**config.mk**
```make
export PLATFORM = sky130hd
export DESIGN_NAME = pf_ddr4_cs_n_tx_ctrl_flat
export DESIGN_NICKNAME = d
export VERILOG_FILES = /design/src/rtl/pf_ddr4_cs_n_tx_ctrl_if.sv /design/src/rtl/pf_ddr4_cs_n_tx_ctrl.sv /design/src/flat_wrapper.sv
export SDC_FILE = /design/constraint.sdc
export NUM_CORES = 1
export LEC_CHECK = 0
export CAP_MARGIN = 20
export CORE_UTILIZATION = 50
export CTS_CLUSTER_SIZE = 40
export DETAILED_ROUTE_END_ITERATION = 8
export GPL_ROUTABILITY_DRIVEN = 0
export PLACE_DENSITY = 0.79
export SLEW_MARGIN = 20
export SYNTH_ARGS = -nofsm -noshare
export SYNTH_HDL_FRONTEND = slang
export SYNTH_SLANG_ARGS = --single-unit
```
**constraint.sdc**
```tcl
create_clock -name fab_clk -period 3.8 [get_ports fab_clk]
set_input_delay 0.57 -clock fab_clk [delete_from_list [all_inputs] [get_ports fab_clk]]
set_output_delay 0.57 -clock fab_clk [all_outputs]
set_load 0.1 [all_outputs]
```
**src/rtl/pf_ddr4_cs_n_tx_ctrl_if.sv**
```systemverilog
// Signal bundle between the DDR4 CS0_N lane controller, the DFI/training fabric and the IOD lane.
// master = fabric/training/IOD side, slave = pf_ddr4_cs_n_tx_ctrl.
interface pf_ddr4_cs_n_tx_ctrl_if #(
    parameter int STEP_W = 8
);
    logic [3:0]        dfi_cs_n;
    logic              cs_oe;
    logic [3:0]        tx_data_0;
    logic [3:0]        oe_data_0;
    logic              adj_req;
    logic              adj_load;
    logic              adj_dir;
    logic [STEP_W-1:0] adj_steps;
    logic              adj_busy;
    logic              adj_done;
    logic              adj_err;
    logic [STEP_W-1:0] adj_count;
    logic              delay_line_move_0;
    logic              delay_line_direction_0;
    logic              delay_line_load_0;
    logic              delay_line_out_of_range_0;

    modport master (
        output dfi_cs_n, cs_oe, adj_req, adj_load, adj_dir, adj_steps, delay_line_out_of_range_0,
        input  tx_data_0, oe_data_0, adj_busy, adj_done, adj_err, adj_count,
               delay_line_move_0, delay_line_direction_0, delay_line_load_0
    );

    modport slave (
        input  dfi_cs_n, cs_oe, adj_req, adj_load, adj_dir, adj_steps, delay_line_out_of_range_0,
        output tx_data_0, oe_data_0, adj_busy, adj_done, adj_err, adj_count,
               delay_line_move_0, delay_line_direction_0, delay_line_load_0
    );
endinterface

```
**src/rtl/pf_ddr4_cs_n_tx_ctrl.sv**
```systemverilog
// Fabric-side driver for the DDR4 CS0_N IOD lane: pipelined CS_N/OE nibbles plus a
// req/busy/done sequencer for the lane's dynamic TX delay line (LOAD or N MOVE steps).
//
// state | meaning
// IDLE  | waiting for adj_req; request fields latched on accept
// SETUP | drive direction, pick LOAD / MOVE / immediate DONE
// LOAD  | one-cycle delay-line LOAD pulse
// MOVE  | one-cycle delay-line MOVE pulse, count incremented
// GAP   | MOVE_GAP settle cycles; out-of-range aborts here
// DONE  | one-cycle adj_done pulse
module pf_ddr4_cs_n_tx_ctrl #(
    parameter int PIPE_LAT = 2,
    parameter int MOVE_GAP = 4,
    parameter int STEP_W   = 8
) (
    input logic                   fab_clk,
    input logic                   tx_sync_rst,
    pf_ddr4_cs_n_tx_ctrl_if.slave bus
);

    typedef enum logic [2:0] {
        IDLE,
        SETUP,
        LOAD,
        MOVE,
        GAP,
        DONE
    } state_t;

    localparam logic [3:0] GAP_INIT = 4'(MOVE_GAP - 1);

    logic [3:0]          tx_pipe [PIPE_LAT];
    logic [PIPE_LAT-1:0] oe_pipe;

    state_t            state;
    logic              busy;
    logic              done;
    logic              err;
    logic [STEP_W-1:0] count;
    logic              move;
    logic              load;
    logic              dir_out;
    logic              op_dir;
    logic              op_load;
    logic [STEP_W-1:0] op_steps;
    logic [3:0]        gap_cnt;

    // Reset fills the whole pipeline with deselect so the pad never glitches low.
    always_ff @(posedge fab_clk) begin
        if (tx_sync_rst) begin
            for (int i = 0; i < PIPE_LAT; i++) tx_pipe[i] <= 4'hF;
            oe_pipe <= '1;
        end else begin
            tx_pipe[0] <= bus.dfi_cs_n;
            oe_pipe[0] <= bus.cs_oe;
            for (int i = 1; i < PIPE_LAT; i++) begin
                tx_pipe[i] <= tx_pipe[i-1];
                oe_pipe[i] <= oe_pipe[i-1];
            end
        end
    end

    assign bus.tx_data_0 = tx_pipe[PIPE_LAT-1];
    assign bus.oe_data_0 = {4{oe_pipe[PIPE_LAT-1]}};

    always_ff @(posedge fab_clk) begin
        if (tx_sync_rst) begin
            state    <= IDLE;
            busy     <= 1'b0;
            done     <= 1'b0;
            err      <= 1'b0;
            count    <= '0;
            move     <= 1'b0;
            load     <= 1'b0;
            dir_out  <= 1'b0;
            op_dir   <= 1'b0;
            op_load  <= 1'b0;
            op_steps <= '0;
            gap_cnt  <= '0;
        end else begin
            move <= 1'b0;
            load <= 1'b0;
            done <= 1'b0;
            case (state)
                IDLE: begin
                    if (bus.adj_req) begin
                        op_dir   <= bus.adj_dir;
                        op_load  <= bus.adj_load;
                        op_steps <= bus.adj_steps;
                        err      <= 1'b0;
                        count    <= '0;
                        busy     <= 1'b1;
                        state    <= SETUP;
                    end
                end
                SETUP: begin
                    dir_out <= op_dir;
                    if (op_load) begin
                        load  <= 1'b1;
                        state <= LOAD;
                    end else if (op_steps == '0) begin
                        done  <= 1'b1;
                        state <= DONE;
                    end else begin
                        move  <= 1'b1;
                        count <= count + STEP_W'(1);
                        state <= MOVE;
                    end
                end
                LOAD, MOVE: begin
                    gap_cnt <= GAP_INIT;
                    state   <= GAP;
                end
                GAP: begin
                    if (bus.delay_line_out_of_range_0) begin
                        err   <= 1'b1;
                        done  <= 1'b1;
                        state <= DONE;
                    end else if (gap_cnt == '0) begin
                        if (op_load || count == op_steps) begin
                            done  <= 1'b1;
                            state <= DONE;
                        end else begin
                            move  <= 1'b1;
                            count <= count + STEP_W'(1);
                            state <= MOVE;
                        end
                    end else begin
                        gap_cnt <= gap_cnt - 4'd1;
                    end
                end
                DONE: begin
                    busy    <= 1'b0;
                    dir_out <= 1'b0;
                    state   <= IDLE;
                end
                default: state <= IDLE;
            endcase
        end
    end

    assign bus.adj_busy               = busy;
    assign bus.adj_done               = done;
    assign bus.adj_err                = err;
    assign bus.adj_count              = count;
    assign bus.delay_line_move_0      = move;
    assign bus.delay_line_load_0      = load;
    assign bus.delay_line_direction_0 = dir_out;

endmodule
```
**src/flat_wrapper.sv**
```systemverilog
// flat-port wrapper written by rule: the top's interface ports become plain ports
module pf_ddr4_cs_n_tx_ctrl_flat 
#(
    parameter int PIPE_LAT = 2,
    parameter int MOVE_GAP = 4,
    parameter int STEP_W   = 8
)
  (fab_clk, tx_sync_rst, bus_dfi_cs_n, bus_cs_oe, bus_adj_req, bus_adj_load, bus_adj_dir, bus_adj_steps, bus_delay_line_out_of_range_0, bus_tx_data_0, bus_oe_data_0, bus_adj_busy, bus_adj_done, bus_adj_err, bus_adj_count, bus_delay_line_move_0, bus_delay_line_direction_0, bus_delay_line_load_0);
  pf_ddr4_cs_n_tx_ctrl_if #(.STEP_W(STEP_W)) bus_i ();
  input logic fab_clk;
  input logic tx_sync_rst;
  input wire logic [$bits(bus_i.dfi_cs_n)-1:0] bus_dfi_cs_n;
  input wire logic [$bits(bus_i.cs_oe)-1:0] bus_cs_oe;
  input wire logic [$bits(bus_i.adj_req)-1:0] bus_adj_req;
  input wire logic [$bits(bus_i.adj_load)-1:0] bus_adj_load;
  input wire logic [$bits(bus_i.adj_dir)-1:0] bus_adj_dir;
  input wire logic [$bits(bus_i.adj_steps)-1:0] bus_adj_steps;
  input wire logic [$bits(bus_i.delay_line_out_of_range_0)-1:0] bus_delay_line_out_of_range_0;
  output wire logic [$bits(bus_i.tx_data_0)-1:0] bus_tx_data_0;
  output wire logic [$bits(bus_i.oe_data_0)-1:0] bus_oe_data_0;
  output wire logic [$bits(bus_i.adj_busy)-1:0] bus_adj_busy;
  output wire logic [$bits(bus_i.adj_done)-1:0] bus_adj_done;
  output wire logic [$bits(bus_i.adj_err)-1:0] bus_adj_err;
  output wire logic [$bits(bus_i.adj_count)-1:0] bus_adj_count;
  output wire logic [$bits(bus_i.delay_line_move_0)-1:0] bus_delay_line_move_0;
  output wire logic [$bits(bus_i.delay_line_direction_0)-1:0] bus_delay_line_direction_0;
  output wire logic [$bits(bus_i.delay_line_load_0)-1:0] bus_delay_line_load_0;
  assign bus_i.dfi_cs_n = bus_dfi_cs_n;
  assign bus_i.cs_oe = bus_cs_oe;
  assign bus_i.adj_req = bus_adj_req;
  assign bus_i.adj_load = bus_adj_load;
  assign bus_i.adj_dir = bus_adj_dir;
  assign bus_i.adj_steps = bus_adj_steps;
  assign bus_i.delay_line_out_of_range_0 = bus_delay_line_out_of_range_0;
  assign bus_tx_data_0 = bus_i.tx_data_0;
  assign bus_oe_data_0 = bus_i.oe_data_0;
  assign bus_adj_busy = bus_i.adj_busy;
  assign bus_adj_done = bus_i.adj_done;
  assign bus_adj_err = bus_i.adj_err;
  assign bus_adj_count = bus_i.adj_count;
  assign bus_delay_line_move_0 = bus_i.delay_line_move_0;
  assign bus_delay_line_direction_0 = bus_i.delay_line_direction_0;
  assign bus_delay_line_load_0 = bus_i.delay_line_load_0;
  pf_ddr4_cs_n_tx_ctrl #(.PIPE_LAT(PIPE_LAT), .MOVE_GAP(MOVE_GAP), .STEP_W(STEP_W)) u_core (.fab_clk(fab_clk), .tx_sync_rst(tx_sync_rst), .bus(bus_i));
endmodule
```
## After elaboration in Yosys (flattened, before gate mapping)

Memories as Yosys holds them, arrays and structs flattened.
Cells that the tools add are included.

- Memories: 1
- Output and inout bits: 22
- Logic and storage cells: 92
- Bits in registers: 33
- Memory bits (writable): 8

Memories:

| name | depth | width | rd ports | clocked after Yosys merged registers in | wr ports | RTL line | text |
|---|---|---|---|---|---|---|---|
| u_core.tx_pipe | 2 | 4 | 2 | 0 | 2 | pf_ddr4_cs_n_tx_ctrl.sv:32 | `logic [3:0] tx_pipe [PIPE_LAT];` |

- Mux-type cells: 41
- Add/subtract/negate cells: 2
- Reduce and logical (&&, ||, !) cells: 17
- Bitwise logic cells: 3
- Equal/unequal tests: 15

Operators with widths:

| cell | count |
|---|---|
| $mux 8 | 6 |
| $pmux 8 s3 | 1 |
| $mux 3 | 6 |
| $mux 1 | 17 |
| $mux 4 | 4 |
| $ne 2x2->1 const B | 7 |
| $pmux 3 s4 | 1 |
| $pmux 1 s2 | 5 |
| $add 8x1->8 const B | 1 |
| $eq 8x8->1 | 1 |
| $logic_not 8->1 | 1 |
| $pmux 4 s2 | 1 |
| $reduce_bool 2->1 | 4 |
| $reduce_and 7->1 | 1 |
| $eq 3x2->1 const B | 2 |
| $eq 3x3->1 const B | 2 |
| $reduce_and 2->1 | 3 |
| $reduce_and 3->1 | 2 |
| $logic_not 4->1 | 1 |
| $reduce_or 2->1 | 2 |
| $sub 4x1->4 const B | 1 |
| $eq 3x1->1 const B | 1 |
| $logic_not 3->1 | 1 |
| $ne 3x2->1 const B | 1 |
| other kinds (5) | 6 |

## Logic depth before layout (Yosys ltp)

Gate-level depths: netlist (run 1).

- Word-level depth: 6
- Mapped depth: 7
- Gate-level depth less buffers: 7

## Worst setup path after synthesis (run 1)

OpenSTA, ideal clock, no wires.

- Path type: register -> register
- From: register u_core.count[0], in the netlist u_core.bus.adj_count[0]
- To: register u_core.count[5], in the netlist u_core.bus.adj_count[5]
- Path slack: 1.606 ns
- Arrival time: 2.115 ns
- Period minus slack after synthesis: 2.194 ns
- Data required time: 3.720 ns
- Setup time: 0.080 ns
- Stages on the path, launching flop included: 6
- Cells stage by stage: dfxtp_1 nand3_1 or2_2 nand3b_1 or3_1 o211ai_1

- Word-level cells in the longest chain between the ends: 5
- Elaborated cells on any way between the ends: 11
- Those cells by class: add/sub (1); eq/ne (2); mux (6); reduce/logical (2)

RTL lines:

| element | RTL line | text |
|---|---|---|
| start: declaration | pf_ddr4_cs_n_tx_ctrl.sv:39 | `logic [STEP_W-1:0] count;` |
| start signal: assignment | pf_ddr4_cs_n_tx_ctrl.sv:106 | `count <= count + STEP_W'(1);` |
| start signal: assignment | pf_ddr4_cs_n_tx_ctrl.sv:125 | `count <= count + STEP_W'(1);` |
| $add 8x1->8 | pf_ddr4_cs_n_tx_ctrl.sv:106, pf_ddr4_cs_n_tx_ctrl.sv:125 |  |
| $mux 8 | pf_ddr4_cs_n_tx_ctrl.sv:120 | `if (op_load \|\| count == op_steps) begin` |
| $mux 8 | pf_ddr4_cs_n_tx_ctrl.sv:119 | `end else if (gap_cnt == '0) begin` |
| $mux 8 | pf_ddr4_cs_n_tx_ctrl.sv:115 | `if (bus.delay_line_out_of_range_0) begin` |
| $pmux 8 s3 | pf_ddr4_cs_n_tx_ctrl.sv:84 | `case (state)` |

Parallel ways exist; a longest one is shown, timed or not. The select of a mux whose other input is x is not followed.
A chain may end at the register's enable or synchronous reset.

## Worst setup path after layout (run 1)

- From: register u_core.count[3], in the netlist u_core.bus.adj_count[3]
- To: output port bus_adj_count[3]

RTL lines:

| element | RTL line | text |
|---|---|---|
| end: declaration | flat_wrapper.sv:24 | `output wire logic [$bits(bus_i.adj_count)-1:0] bus_adj_count;` |

No word-level cell between the ends.

==> results.md, run 1 <==
- Resize count post-CTS: 0
- Final wirelength: 3.844 mm
- Fin crit share: 66.43%
- Starting Density: 54.16%
- Worst Setup End Kind: output pin
- First-pass GRT wire length: 6.831 mm
- Die area: 0.003977 sq mm
- Placed Area: 0.002246 sq mm
- Routed length per instance: 12.94 um
- RSZ-0062 raised after global routing: false
- CP max stage cell: clkdlybuf4s50_1
- Synth Register Bits: 41
- Worst VDD drop: 0.0002904 V
- Post-synth EDFFs: 0
- CTS tree: built
- Setup total negative slack: 0 ns
- Maximum clock rate: 396.2 MHz
- Worst EP required: 3.23 ns
- Placed cells: 289
- Startpoint types: register
- Max incr delay on CP: 1.19 ns
- CTS Root Buffer Type: clkbuf_8
- CP delay by family, top: buffers and inverters
- CTS H-tree lvls: 2
- Slew Viols, Final: 0
- Share of cells above drive strength 1: 9.960%
- Area Overhead vs Synth: 27.65%
- Hold_buf cts: 0
- CTS sink count: 41
- Clock Tree Buf Depth: 2
- Post CTS Setup Buffer Count: 0
- Initial antenna violation count: 0
- Fin area: 0.002380 sq mm
- Commonest non-fill, non-tap cell in the layout: dfxtp_1
- Core area: 0.003442 sq mm
- CP Cell Sequence: clkdlybuf4s50_1
- Top Ports: 41
- Largest net degree at the start of global routing: 34
- Min-delay worst type: register to register
- Syn_nets: 239
- Clk_skew: 0.004734 ns
- Buffers & Inverters on Critical Path: 1
- Fin nets: 272
- Power Total: 1.194 mW
- Post-Synthesis Cells: 217
- DRT antenna net count: 0
- Arrival time worst endpoint: 1.95 ns
- Final setup vio count: 0
- DRT Pass-1 Iters: 4
- Inserted Diodes: 0
- Critical path class: register to output pin
- Clk slew on worst S/H paths: 0.08 ns
- Placed wire-length estimate: 2.757 mm
- Unique masters post-synth: 45
- Drt drc: 0
- Max cap viols: 0
- Iter 0 DRT Violations: 70
- Status: completed
- Synth warnings: 0
- Port Buf Inserts: 40
- Register area share after synthesis: 44.03%
- Leakage: 0.8424 nW
- Number of global-route vias before repair: 1491
- Min cycle time layout: 2.524 ns
- Pwr dens: 501.6 mW/mm^2
- Num CTS Buffers: 5
- Die height: 63.06 um
- Site Rows: 21
- Slew margin rel.: 35.04%
- Main synth FF type: dfxtp_1
- Avg Cell Area, Syn: 8.591 sq um
- Via Count: 1574
- Layout Cells excl Fill: 297
- Die W: 63.06 um
- Fraction of registers with async set/reset: 0%
- Crit path max fanout: 7
- Worst skew pair latency: 0.29 ns
- Worst-Margin Slew: 0.9713 ns
- Fin. Hold Viols: 0
- Commonest cells after routing, fill and taps aside: 41 x dfxtp_1, 40 x clkdlybuf4s50_1, 27 x nand2_1
- Vias per inst: 5.300
- GRT Overall Usage: 21.90%
- Post-synthesis cell area: 0.001864 sq mm
- Total global routing overflow: 0
-- cell families after synthesis --
family / count (synthesis) / share of synthesized area (%)
buffers and inverters: 26 / 6.913
adders and majority gates: 3 / 2.014
DFF: 41 / 44.03
AOI/OAI and AO/OA: 45 / 16.85
and+or+nand+nor: 91 / 25.03
xor gates and xnor gates: 11 / 5.168
-- area by class of cell --
class                      instances  area, sq um
fill                             287         1062
clock buffer                       5        68.82
sequential                        41        820.8
clock inverter                     3        65.06
timing repair buffer              42        415.4
multi-input combinational        150        914.6
tap                               46        57.56
inverter                          10        37.54
-- where the power goes --
part | internal (mW) | total [mW] | switching [mW] | leakage (nW)
clock network | 0.261 | 0.405 | 0.144 | 0.0681
registers | 0.460 | 0.494 | 0.0340 | 0.335
logic | 0.107 | 0.295 | 0.187 | 0.439
total | 0.828 | 1.19 | 0.366 | 0.842
-- through the flow --
stage | setup slack (ns) | hold WS (ns) | utilization (%)
after floorplan | 1.606 | 0.3895 | -
final | 1.276 | 0.4098 | 69.14
after global routing | 1.234 | 0.4194 | 69.14
after CTS | 1.278 | 0.4112 | 69.14
after global placement | 1.402 | 0.3905 | 65.25
after detailed placement | 1.346 | 0.3932 | 65.25
-- registers in the layout, summed over array words and instances (netlist names), 2 cells and up --
signal / cells
u_core.state: 3
u_core.bus.adj_count: 8
u_core.op_steps: 8
u_core.oe_pipe: 2
u_core.gap_cnt: 4
u_core.tx_pipe: 8
-- metal layers --
| metal | routed length [um] | global-route usage [%] | share of wire, % | up-vias |
|---|---|---|---|---|
| li1 | - | - | - | 810 |
| met1 | 1758 | 26.30 | 46 | 709 |
| met2 | 1837 | 36.42 | 48 | 49 |
| met3 | 196 | 5.254 | 5.1 | 6 |
| met4 | 52 | 10.47 | 1.4 | 0 |
| met5 | 0 | 0 | 0 | - |
-- Yosys cell counts, types with 3 or more instances --
cell type / number / area share (%)
nand3_1: 3 / 0.81
a21oi_1: 13 / 3.5
clkbuf_1: 6 / 1.2
a211oi_1: 3 / 1.2
nor3_1: 14 / 3.8
or2_2: 13 / 4.4
xnor2_1: 9 / 4.2
o21ai_0: 4 / 1.1
nor2_1: 12 / 2.4
nand2_1: 27 / 5.4
inv_1: 10 / 2.0
o21a_1: 3 / 1.2
nand2b_1: 3 / 1.0
nor3b_1: 5 / 2.0
buf_4: 8 / 3.2
ha_1: 3 / 2.0
o211ai_1: 5 / 2.0
dfxtp_1: 41 / 44
-- worst paths after layout --
check,start,endpoint,slack (ns),depth (start not counted)
min,u_core.tx_pipe[0][1],u_core.tx_pipe[0][5],0.41,1
max,u_core.bus.adj_count[3],bus_adj_count[3],1.28,1
max reg2reg,u_core.gap_cnt[0],u_core.bus.adj_count[1],1.57,7
min reg2reg,u_core.tx_pipe[0][1],u_core.tx_pipe[0][5],0.41,1
Power figures use the tool's default switching activity.
==> run 2, diff against run 1 <==
CORE_UTILIZATION = 45   (was 50)
PLACE_DENSITY = 0.75   (was 0.79)
clock period = 2.1 ns   (was 3.8 ns; I/O delays follow)
==> results.md, run 2 (synthesized netlist as in run 1, its figures left out) <==
- Placed wire-length estimate: 2.797 mm
- GRT Overall Usage: 20.46%
- Clk slew on worst S/H paths: 0.08 ns
- CTS tree: built
- Site Rows: 23
- DRT antenna net count: 0
- Worst-Margin Slew: 0.6675 ns
- Total global routing overflow: 0
- Core area: 0.004000 sq mm
- Combinational power share: 27.5%
- Area of the multi-input gates: 947.2 sq um
- Leakage: 0.9106 nW
- Startpoint types: register
- Clock Power Share: 30.4%
- Port Buf Inserts: 40
- Fin. Hold Viols: 0
- Internal power: 1.410 mW
- Top Ports: 41
- Setup total negative slack: 0 ns
- NetSw: 0.7099 mW
- Iter 0 DRT Violations: 98
- Final setup vio count: 0
- CTS H-tree lvls: 2
- Routed length per instance: 13.00 um
- Final wirelength: 4.029 mm
- Fin nets: 281
- Cells on worst reg2reg path: 7
- Maximum clock rate: 482.9 MHz
- Fin crit share: 98.62%
- Die height: 66.37 um
- Commonest cells after routing, fill and taps aside: 33 x buf_4, 32 x dfxtp_1, 27 x nand2_1
- Die area: 0.004404 sq mm
- Min cycle time layout: 2.071 ns
- Commonest non-fill, non-tap cell in the layout: buf_4
- Fin area: 0.002422 sq mm
- Switch share: 33.49%
- Inserted Diodes: 0
- DRT Pass-1 Iters: 4
- Placed cells: 300
- Number of global-route vias before repair: 1503
- CP max stage cell: a2111o_1
- Max cap viols: 0
- Share of cells above drive strength 1: 27.31%
- RSZ-0062 raised after global routing: true
- Worst skew pair latency: 0.30 ns
- Largest net degree at the start of global routing: 33
- Layout Cells excl Fill: 310
- Status: completed
- Critical path class: register to register
- Slew margin rel.: 55.41%
- Die W: 66.37 um
- Vias per inst: 5.248
- Via Count: 1627
- Slew Viols, Final: 0
- Clk_skew: 0.003214 ns
- Area Overhead vs Synth: 29.93%
- Worst Setup End Kind: register
- First-pass GRT wire length: 6.727 mm
- Min-delay worst type: register to register
- CP Cell Sequence: inv_2 -> ha_4 -> or3b_4 -> o31a_1 -> a2111o_1 -> or3_1 -> o211ai_1
- Crit path max fanout: 4
- Num CTS Buffers: 5
- Arrival time worst endpoint: 2.29 ns
- Sequential power share: 42.1%
- Filler Cells Inserted: 350
- Worst VDD drop: 0.0004446 V
- Pwr dens: 875.2 mW/mm^2
- Placed Area: 0.002257 sq mm
- Drt drc: 0
- Initial antenna violation count: 0
- CTS Root Buffer Type: clkbuf_8
- Worst hold stages: 1
- Clock Tree Buf Depth: 2
- Max incr delay on CP: 0.43 ns
- CTS sink count: 41
- Worst EP required: 2.32 ns
- Finished Core Util: 60.56%
- Register area: 832.0 sq um
- Starting Density: 46.61%
-- run 2: cell count changes in the layout (fill, tap and decap cells not counted), moves of 2 or more --
cell and change:
inv_2 +2, dfxtp_2 +9, dfxtp_1 -9, buf_4 +31
inv_1 -2, clkdlybuf4s50_1 -22
-- run 2: critical path: cells and delay by family, from the launching register on --
family	cells	cell delay (ns)
flops	1	0.33
simple gates	2	0.70
buf+inv	1	0.07
fa+ha+maj	1	0.12
compound gates	3	0.76
-- run 2: final cells by class --
type | instances | share of cell area (%)
inverters | 10 | 1.550
repair buffers | 51 | 17.67
clock inverters | 3 | 1.911
flip-flops and latches | 41 | 34.35
multi-input cells | 150 | 39.10
clock buffers | 5 | 2.841
well taps | 50 | 2.583
-- run 2: worst paths after layout --
| path | end | start | slack, ns |
|---|---|---|---|
| max reg2reg | u_core.bus.adj_count[5] | u_core.gap_cnt[0] | 0.03 |
| max | u_core.bus.adj_count[5] | u_core.gap_cnt[0] | 0.03 |
| min reg2reg | u_core.tx_pipe[0][4] | u_core.tx_pipe[0][0] | 0.41 |
| min | u_core.tx_pipe[0][4] | u_core.tx_pipe[0][0] | 0.41 |
-- run 2: through the flow --
step	hold WS (ns)	power, mW	worst slack (ns)
after floorplan	0.3895	1.311	0.01224
after global placement	0.3910	1.455	-0.04791
after detailed placement	0.3945	1.459	-0.07741
after CTS	0.4146	2.120	0.006248
after global routing	0.4304	2.225	-0.04366
final	0.4140	2.120	0.02896
-- run 2: metal layers --
metal	part of all wire, %	vias up	track usage (%)
met5	0	-	0
met4	0.99	0	7.181
met3	4.6	4	5.172
met2	47	49	30.99
met1	47	745	27.89
li1	-	829	-
-- run 2: power by group through the flow --
stage	logic (mW)	registers (mW)	clock network [mW]
2_1_floorplan	0.338	0.973	0
3_5_place_dp	0.553	0.906	0
6_report	0.582	0.892	0.645
5_1_grt	0.632	0.904	0.689
4_1_cts	0.571	0.890	0.659
3_3_place_gp	0.550	0.905	0
-- run 2: what timing repair did --
| action | CTS | global route |
|---|---|---|
| endpoints found under the hold margin | 0 | 0 |
| setup endpoints to repair | 7 | 8 |
| resized for setup | 4 | 7 |
| pin swaps | 2 | 3 |
| hold buffers | 0 | 0 |
| setup buffers | 0 | 2 |
==> run 3, diff against run 2 <==
SLEW_MARGIN = 10   (was 20)
==> results of run 3 <==
No change in the layout: final DEF, timing and power equal those of run 2.
